File: config.mk
export PLATFORM = sky130hd
export DESIGN_NAME = tri_raster_scan
export DESIGN_NICKNAME = d
export VERILOG_FILES = /design/src/rtl/tri_raster_scan.sv
export SDC_FILE = /design/constraint.sdc
export NUM_CORES = 2
export LEC_CHECK = 0
export ABC_AREA = 1
export CORE_AREA = 2 2 389 237
export DETAILED_ROUTE_END_ITERATION = 10
export DIE_AREA = 0 0 391 239
export SKIP_CTS_REPAIR_TIMING = 1
export SYNTH_ARGS = -nofsm -noshare
export SYNTH_HDL_FRONTEND = slang
export SYNTH_SLANG_ARGS = --single-unit
File: constraint.sdc
create_clock -name clk -period 9.3 [get_ports clk]
set_input_delay 1.86 -clock clk [delete_from_list [all_inputs] [get_ports clk]]
set_output_delay 1.86 -clock clk [all_outputs]
set_load 0.1 [all_outputs]
File: src/rtl/tri_raster_scan.sv
// Triangle setup (edge planes + bounding box) and raster-order pixel scan feeding the ppu inside test.
// Optional: define BBOX_CLIP_EN to clip the bounding box to the screen in one extra setup cycle.
module tri_raster_scan #(
  parameter int unsigned COORD_WIDTH = 16,
  parameter int unsigned COLOR_WIDTH = 16,
  parameter int unsigned SCREEN_W    = 640,
  parameter int unsigned SCREEN_H    = 480
) (
  input  logic                          clk,
  input  logic                          rst,
  input  logic                          tri_valid,
  output logic                          tri_ready,
  input  logic signed [COORD_WIDTH-1:0] vx [3],
  input  logic signed [COORD_WIDTH-1:0] vy [3],
  input  logic [COLOR_WIDTH-1:0]        tri_color,
  output logic signed [COORD_WIDTH-1:0] px_x,
  output logic signed [COORD_WIDTH-1:0] px_y,
  output logic signed [COORD_WIDTH-1:0] bound_coefs [3][2],
  output logic signed [2*COORD_WIDTH-1:0] bound_const [3],
  output logic [COLOR_WIDTH-1:0]        color_out,
  output logic                          px_valid,
  input  logic                          px_ready,
  output logic                          busy,
  output logic                          done
);

  localparam int unsigned CW  = COORD_WIDTH;
  localparam int unsigned CW2 = 2 * COORD_WIDTH;

  typedef enum logic [1:0] {IDLE, SETUP, CLIP, SCAN} state_t;

  state_t               state;
  logic [1:0]           k;
  logic signed [CW-1:0] lx [3];
  logic signed [CW-1:0] ly [3];
  logic signed [CW-1:0] xmin, xmax, ymin, ymax;

  logic [1:0]            kn;
  logic signed [CW-1:0]  xa, ya, xb, yb;
  logic signed [CW-1:0]  edge_a, edge_b;
  logic signed [CW2-1:0] edge_c;
  logic signed [CW-1:0]  nxmin, nxmax, nymin, nymax;

  // Edge k runs from vertex k to vertex (k+1)%3; bbox folds in vertex k.
  always_comb begin
    kn     = (k == 2'd2) ? 2'd0 : k + 2'd1;
    xa     = lx[k];
    ya     = ly[k];
    xb     = lx[kn];
    yb     = ly[kn];
    edge_a = ya - yb;
    edge_b = xb - xa;
    edge_c = CW2'(xa) * CW2'(yb) - CW2'(xb) * CW2'(ya);
    nxmin  = (k == 2'd0 || xa < xmin) ? xa : xmin;
    nxmax  = (k == 2'd0 || xa > xmax) ? xa : xmax;
    nymin  = (k == 2'd0 || ya < ymin) ? ya : ymin;
    nymax  = (k == 2'd0 || ya > ymax) ? ya : ymax;
  end

`ifdef BBOX_CLIP_EN
  localparam logic signed [CW-1:0] X_HI = CW'(SCREEN_W - 1);
  localparam logic signed [CW-1:0] Y_HI = CW'(SCREEN_H - 1);

  logic signed [CW-1:0] cxmin, cxmax, cymin, cymax;
  logic                 clip_empty;

  always_comb begin
    cxmin      = (xmin < 0) ? '0 : xmin;
    cxmax      = (xmax > X_HI) ? X_HI : xmax;
    cymin      = (ymin < 0) ? '0 : ymin;
    cymax      = (ymax > Y_HI) ? Y_HI : ymax;
    clip_empty = (cxmin > cxmax) || (cymin > cymax);
  end
`endif

  always_ff @(posedge clk) begin
    if (rst) begin
      state     <= IDLE;
      k         <= 2'd0;
      tri_ready <= 1'b1;
      busy      <= 1'b0;
      done      <= 1'b0;
      px_valid  <= 1'b0;
      px_x      <= '0;
      px_y      <= '0;
      color_out <= '0;
      xmin      <= '0;
      xmax      <= '0;
      ymin      <= '0;
      ymax      <= '0;
      for (int i = 0; i < 3; i++) begin
        lx[i]             <= '0;
        ly[i]             <= '0;
        bound_coefs[i][0] <= '0;
        bound_coefs[i][1] <= '0;
        bound_const[i]    <= '0;
      end
    end else begin
      done <= 1'b0;
      case (state)
        IDLE: begin
          if (tri_valid && tri_ready) begin
            lx        <= vx;
            ly        <= vy;
            color_out <= tri_color;
            k         <= 2'd0;
            tri_ready <= 1'b0;
            busy      <= 1'b1;
            state     <= SETUP;
          end
        end
        SETUP: begin
          bound_coefs[k][0] <= edge_a;
          bound_coefs[k][1] <= edge_b;
          bound_const[k]    <= edge_c;
          xmin <= nxmin;
          xmax <= nxmax;
          ymin <= nymin;
          ymax <= nymax;
          k    <= kn;
          if (k == 2'd2) begin
`ifdef BBOX_CLIP_EN
            state <= CLIP;
`else
            state    <= SCAN;
            px_valid <= 1'b1;
            px_x     <= nxmin;
            px_y     <= nymin;
`endif
          end
        end
`ifdef BBOX_CLIP_EN
        CLIP: begin
          xmin <= cxmin;
          xmax <= cxmax;
          ymin <= cymin;
          ymax <= cymax;
          if (clip_empty) begin
            done      <= 1'b1;
            tri_ready <= 1'b1;
            busy      <= 1'b0;
            state     <= IDLE;
          end else begin
            px_valid <= 1'b1;
            px_x     <= cxmin;
            px_y     <= cymin;
            state    <= SCAN;
          end
        end
`endif
        SCAN: begin
          // Advance only on an accepted pixel; otherwise everything holds.
          if (px_ready) begin
            if (px_x == xmax) begin
              if (px_y == ymax) begin
                px_valid  <= 1'b0;
                done      <= 1'b1;
                tri_ready <= 1'b1;
                busy      <= 1'b0;
                state     <= IDLE;
              end else begin
                px_x <= xmin;
                px_y <= px_y + CW'(1);
              end
            end else begin
              px_x <= px_x + CW'(1);
            end
          end
        end
        default: state <= IDLE;
      endcase
    end
  end

endmodule
=== Yosys cells after proc, flatten, opt, wreduce, memory -nomap -nowiden ===
Index checks and enable logic that the tools add are counted.

* Bits in registers: 408

* $add $sub $neg: 6
* Multipliers: 2
* Order comparisons: 7
* Reduce and logical (&&, ||, !) cells: 21
* Bitwise operators: 5
* Multiplexer cells: 55
* Equal/unequal tests: 12

{| class="wikitable"
|+ Operators with widths
! cell !! count
|-
| $mux W16 || 19
|-
| $bwmux W96 || 3
|-
| $demux W32 S2 || 3
|-
| $bmux W16 S2 || 4
|-
| $mul A16 B16 Y32 || 2
|-
| $mux W32 || 2
|-
| $pmux W16 S2 || 2
|-
| $add A16 B2 Y16 const B || 2
|-
| $eq A16 B16 Y1 || 2
|-
| $gt A16 B16 Y1 || 2
|-
| $lt A16 B16 Y1 || 2
|-
| $sub A16 B16 Y16 || 2
|-
| $sub A32 B32 Y32 || 1
|-
| $reduce_and A5 Y1 || 4
|-
| $mux W2 || 7
|-
| $ne A2 B2 Y1 const B || 6
|-
| $mux W1 || 10
|-
| $reduce_and A2 Y1 || 4
|-
| $ge A3 B3 Y1 const B || 2
|-
| $not A2 Y3 || 2
|-
| $pmux W1 S2 || 3
|-
| $pmux W2 S3 || 1
|-
| $reduce_bool A2 Y1 || 3
|-
| $eq A2 B2 Y1 const B || 2
|-
| other kinds (11) || 18
|}

=== Longest topological paths before layout ===
* Word-level depth: 9
* Depth in mapped cells: 40
* Mapped depth without buffers: 37

=== Worst setup path after synthesis ===
No wires, ideal clock.

* Kind: reg2reg
* Start: register k[1]
* End: register bound_const[31] (netlist bit)
* Buffers on the path: 2
* Arrival: 7.907 ns
* Clock period less this slack: 8.016 ns
* Cell stages (with the launch flop): 32
* Path slack: 1.284 ns
* Required time: 9.191 ns
* Cell sequence: dfxtp_1 -> inv_2 -> nand2_1 -> buf_2 -> nor2_1 -> a21oi_1 -> o21ai_1 -> clkbuf_1 -> nor2_1 -> inv_1 -> fa_1 -> inv_1 -> fa_1 -> fa_1 -> inv_1 -> fa_1 -> fa_1 -> fa_1 -> fa_1 -> inv_1 -> fa_1 -> inv_1 -> ha_1 -> a21oi_1 -> o21ai_0 -> a221o_1 -> nor2_1 -> o31ai_1 -> nand3_1 -> nand3_1 -> nand2_1 -> inv_1

* Longest elaborated chain between the ends: 9
* Elaborated cells on any way between the ends: 26
* Classes of those cells: add/sub (2); mul (2); order compare (2); eq/ne (1); mux (16); bitwise (2); reduce/logical (1)

{| class="wikitable"
|+ RTL lines
! item !! RTL line !! RTL
|-
| from (decl) || 33 || <nowiki>logic [1:0] k;</nowiki>
|-
| from (signal assigned) || 120 || <nowiki>k <= kn;</nowiki>
|-
| $add A2 B1 Y2 or $eq A2 B2 Y1 (tied branches) || 46 || <nowiki>kn = (k == 2'd2) ? 2'd0 : k + 2'd1;</nowiki>
|-
| $mux W2 || 46 ||
|-
| $not A2 Y3 (implied by the code) || 49, 50 ||
|-
| $bmux W16 S2 (on tied branches) || 50, 49 ||
|-
| $mux W16 (on tied branches) (2 in a row) || 50, 49 ||
|-
| $mul A16 B16 Y32 || 53 || <nowiki>edge_c = CW2'(xa) * CW2'(yb) - CW2'(xb) * CW2'(ya);</nowiki>
|-
| $sub A32 B32 Y32 || 53 ||
|-
| $bwmux W96 (*) || 115 || <nowiki>bound_const[k] <= edge_c;</nowiki>
|-
| to (signal, indexed assignment) || 115 ||
|-
| to (decl) || 19 || <nowiki>output logic signed [2*COORD_WIDTH-1:0] bound_const [3],</nowiki>
|}

Mark *: on every way between the ends. The rest lies on a longest branch, timed or not. The select of a mux whose other input is x is not followed.
A chain may end at the register's enable or synchronous reset.

=== Worst setup path after layout ===
* Start: register k[0]
* End: register bound_const[23] (netlist bit)

The elaborated chain is that of the path after synthesis.

==> results.py <==
metrics = {
    "run_status": {
        "outcome": "finished clean",
    },
    "yosys": {
        "ys_types": 48,
        "synthFlopType": "dfxtp_1",
        "async_reset_ff_share_pct": 0,
        "synth.cells.most_frequent": "inv_1, nor2_1, fa_1",
        "synth_edf_count": 0,
        "synthMostInstantiatedCell": "inv_1",
        "syn_avg_cell_area_um2": 7.82,
        "synth-seq-cells": 408,
        "syn_area_mm2": 0.0401,
        "syn_inst": 5127,
        "synth_fp_nets": 6075,
        "yosys-top-cells-area": "fa_1, dfxtp_1, inv_1",
        "synth_warnings": 0,
        "yosysSeqAreaShare_pct": 20.4,
        "synth_top_area_cell": "fa_1",
        "synth_top_area_share_pct": 28.9,
    },
    "critical_path": {
        "critPathRequiredTime_ns": 9.86,
        "startpoint_type": "flip-flop",
        "rr_worst_depth": 31,
        "r2r-start": "k[0]$_SDFFE_PP0P_",
        "end_kind": "flip-flop",
        "ff2ff_setup_slack_ns": 0.29,
        "critPathBufInv": 11,
        "reg2reg_to": "bound_const[23]$_SDFFE_PP0P_",
        "crit_slowest_cell": "fa_1",
        "cp_top_family": "adder cells",
        "crit_type": "flip-flop to flip-flop",
        "worst-path-max-fanout": 13,
        "critPathArrivalTime_ns": 9.57,
        "cpPeakStageDelay_ns": 0.53,
    },
    "route": {
        "viasPerCell": 5.33,
        "drc": 0,
        "wl_per_cell_um": 23.2,
        "vias": 35614,
        "ant_nets": 0,
        "routed_wirelength_um": 155000,
        "firstDrtPassIters": 8,
        "drtIter0Drc": 3470,
    },
    "placement": {
        "dpl_worst_slack_ns": 0.229,
        "globalplace.congestion": 1.03,
        "dp_hpwl_um": 125000,
        "port_buffers": 359,
    },
    "sta": {
        "hold_viol_final": 0,
        "rsz0062_at_grt": "no",
        "max_slew.worst_pin.slew_ns": 1.11,
        "finalSetupViolations": 0,
        "slew_viol_final": 0,
        "fin_skew_ns": 0.0166,
        "period_needed_ns": 9.01,
        "min_period_over_period_pct": 96.9,
        "fin_ws_ns": 0.291,
        "tns_ns": 0,
        "fmax_mhz": 111,
        "relSlewSlack_pct": 26.0,
    },
    "die": {
        "io_pins": 360,
        "fp-row-count": 86,
        "die_w_um": 391,
        "dieArea_mm2": 0.0934,
        "initial_core_util_pct": 44.3,
        "fp.dieH_um": 239,
        "core_area_mm2": 0.0904,
    },
    "final_layout": {
        "multi_input_comb_area_mm2": 0.0270,
        "seq_area_mm2": 0.00817,
        "nets": 6407,
        "drive_gt1_share_pct": 5.12,
        "num-fill-cells": 8729,
        "area_growth_pct": 17.4,
    },
    "cts": {
        "cts_sinks": 408,
        "cts-root-buf": "clkbuf_16",
        "cts_tree": "built",
        "cts_max_level": 2,
        "clk_latency_ns": 0.62,
        "numCtsBuffers": 44,
        "cts_buffer_depth": 3,
        "clkTransAtPathRegs_ns": 0.07,
    },
    "grt": {
        "antenna_found_initial": 4,
        "grt_max_degree": 187,
        "grt_pass1_wl_um": 231000,
        "grt-ovfl-total": 0,
        "grt_pass1_vias": 34863,
        "track_usage_pct": 33.6,
    },
    "hold_path": {
        "holdPathStages": 2,
        "hold_end": "busy$_SDFFE_PP0P_",
        "hold_class": "flip-flop to flip-flop",
        "hold_path.startpoint": "busy$_SDFFE_PP0P_",
    },
    "flow_run": {
        "maxCapViolCount": 0,
    },
}
==> metal layers <==
metal,share of wire (%),vias to the layer above,routed length [µm],track usage (%)
li1,-,16382,-,-
met1,47,17403,72200,51.0
met2,39,1686,60600,45.8
met3,13,141,19900,11.7
met4,1.5,2,2370,5.66
met5,0.061,-,95,0.779
==> worst max-delay path by stage <==
stage	startpoint	to	slack (ns)	cells after the start
finish	k[0]$_SDFFE_PP0P_	bound_const[23]$_SDFFE_PP0P_	0.29	31
global placement	k[1]$_SDFFE_PP0P_	bound_const[23]$_SDFFE_PP0P_	0.32	29
global route	k[1]$_SDFFE_PP0P_	bound_const[62]$_SDFFE_PP0P_	0.009	31
detailed placement	k[1]$_SDFFE_PP0P_	bound_const[58]$_SDFFE_PP0P_	0.23	31
CTS	k[1]$_SDFFE_PP0P_	bound_const[58]$_SDFFE_PP0P_	0.18	31
floorplan	k[1]$_SDFFE_PP0P_	bound_const[31]$_SDFFE_PP0P_	1.28	31
==> metrics by stage <==
step | std cells | hold WS, ns | util, % | area [µm²]
6_report | 6682 | 0.475 | 52.0 | 47000
5_1_grt | 6680 | 0.494 | 52.0 | 47000
4_1_cts | 6678 | 0.475 | 52.0 | 47000
3_5_place_dp | 6599 | 0.462 | 50.4 | 45600
3_3_place_gp | 6599 | 0.460 | 50.4 | 45600
2_1_floorplan | 5127 | 0.441 | - | 40100
==> cell usage in the layout, fill, tap and decap left out, types with 150 or more instances in the layout <==
| cell | Yosys | layout |
|---|---|---|
| o21ai_0 | 355 | 355 |
| nor2_1 | 800 | 796 |
| inv_1 | 1075 | 1070 |
| dfxtp_1 | 408 | 407 |
| nand2_1 | 569 | 568 |
| buf_4 | 1 | 150 |
| ha_1 | 253 | 253 |
| clkdlybuf4s50_1 | 0 | 358 |
| a21oi_1 | 290 | 290 |
| fa_1 | 579 | 579 |
==> state kept, by name, summed over array words and instances, names as in the netlist, 2 cells and up <==
name,cells
color_out,16
lx,48
state,2
bound_const,96
px_x,16
px_y,16
xmax,16
bound_coefs,96
ly,48
ymin,16
xmin,16
k,2
ymax,16
==> worst register-to-register path: cells and delay by family (launching register included) <==
kind / cells / cell delay, ns
adders and majority gates: 9 / 4.12
AOI/OAI and AO/OA: 7 / 1.68
buffers and inverters: 11 / 1.53
and+or+nand+nor: 3 / 0.72
DFF: 1 / 0.50
xor gates and xnor gates: 1 / 0.41
==> area by class of cell <==
class	count	area share, %
flip-flops and latches	408	17.4
clock buffers	62	2.68
clock inverters	17	0.311
inverters	1102	8.84
well taps	1188	3.16
repair buffers	514	10.3
multi-input cells	3389	57.4
diodes	2	0.0106
==> kinds of logic (layout without fill, tap and decap cells) <==
family,after synthesis,count (layout),synth area share [%]
AO/OA/AOI/OAI,843,843,11.8
adder cells (fa/ha/maj),832,832,36.8
AND/OR/NAND/NOR,1601,1601,16.0
other,0,2,0
flip-flops,408,408,20.4
XOR/XNOR,113,113,2.47
buffers and inverters,1330,1695,12.5
Power is not shown: default switching activity piles up to over one toggle a cycle in this logic, so the estimate is an artifact.
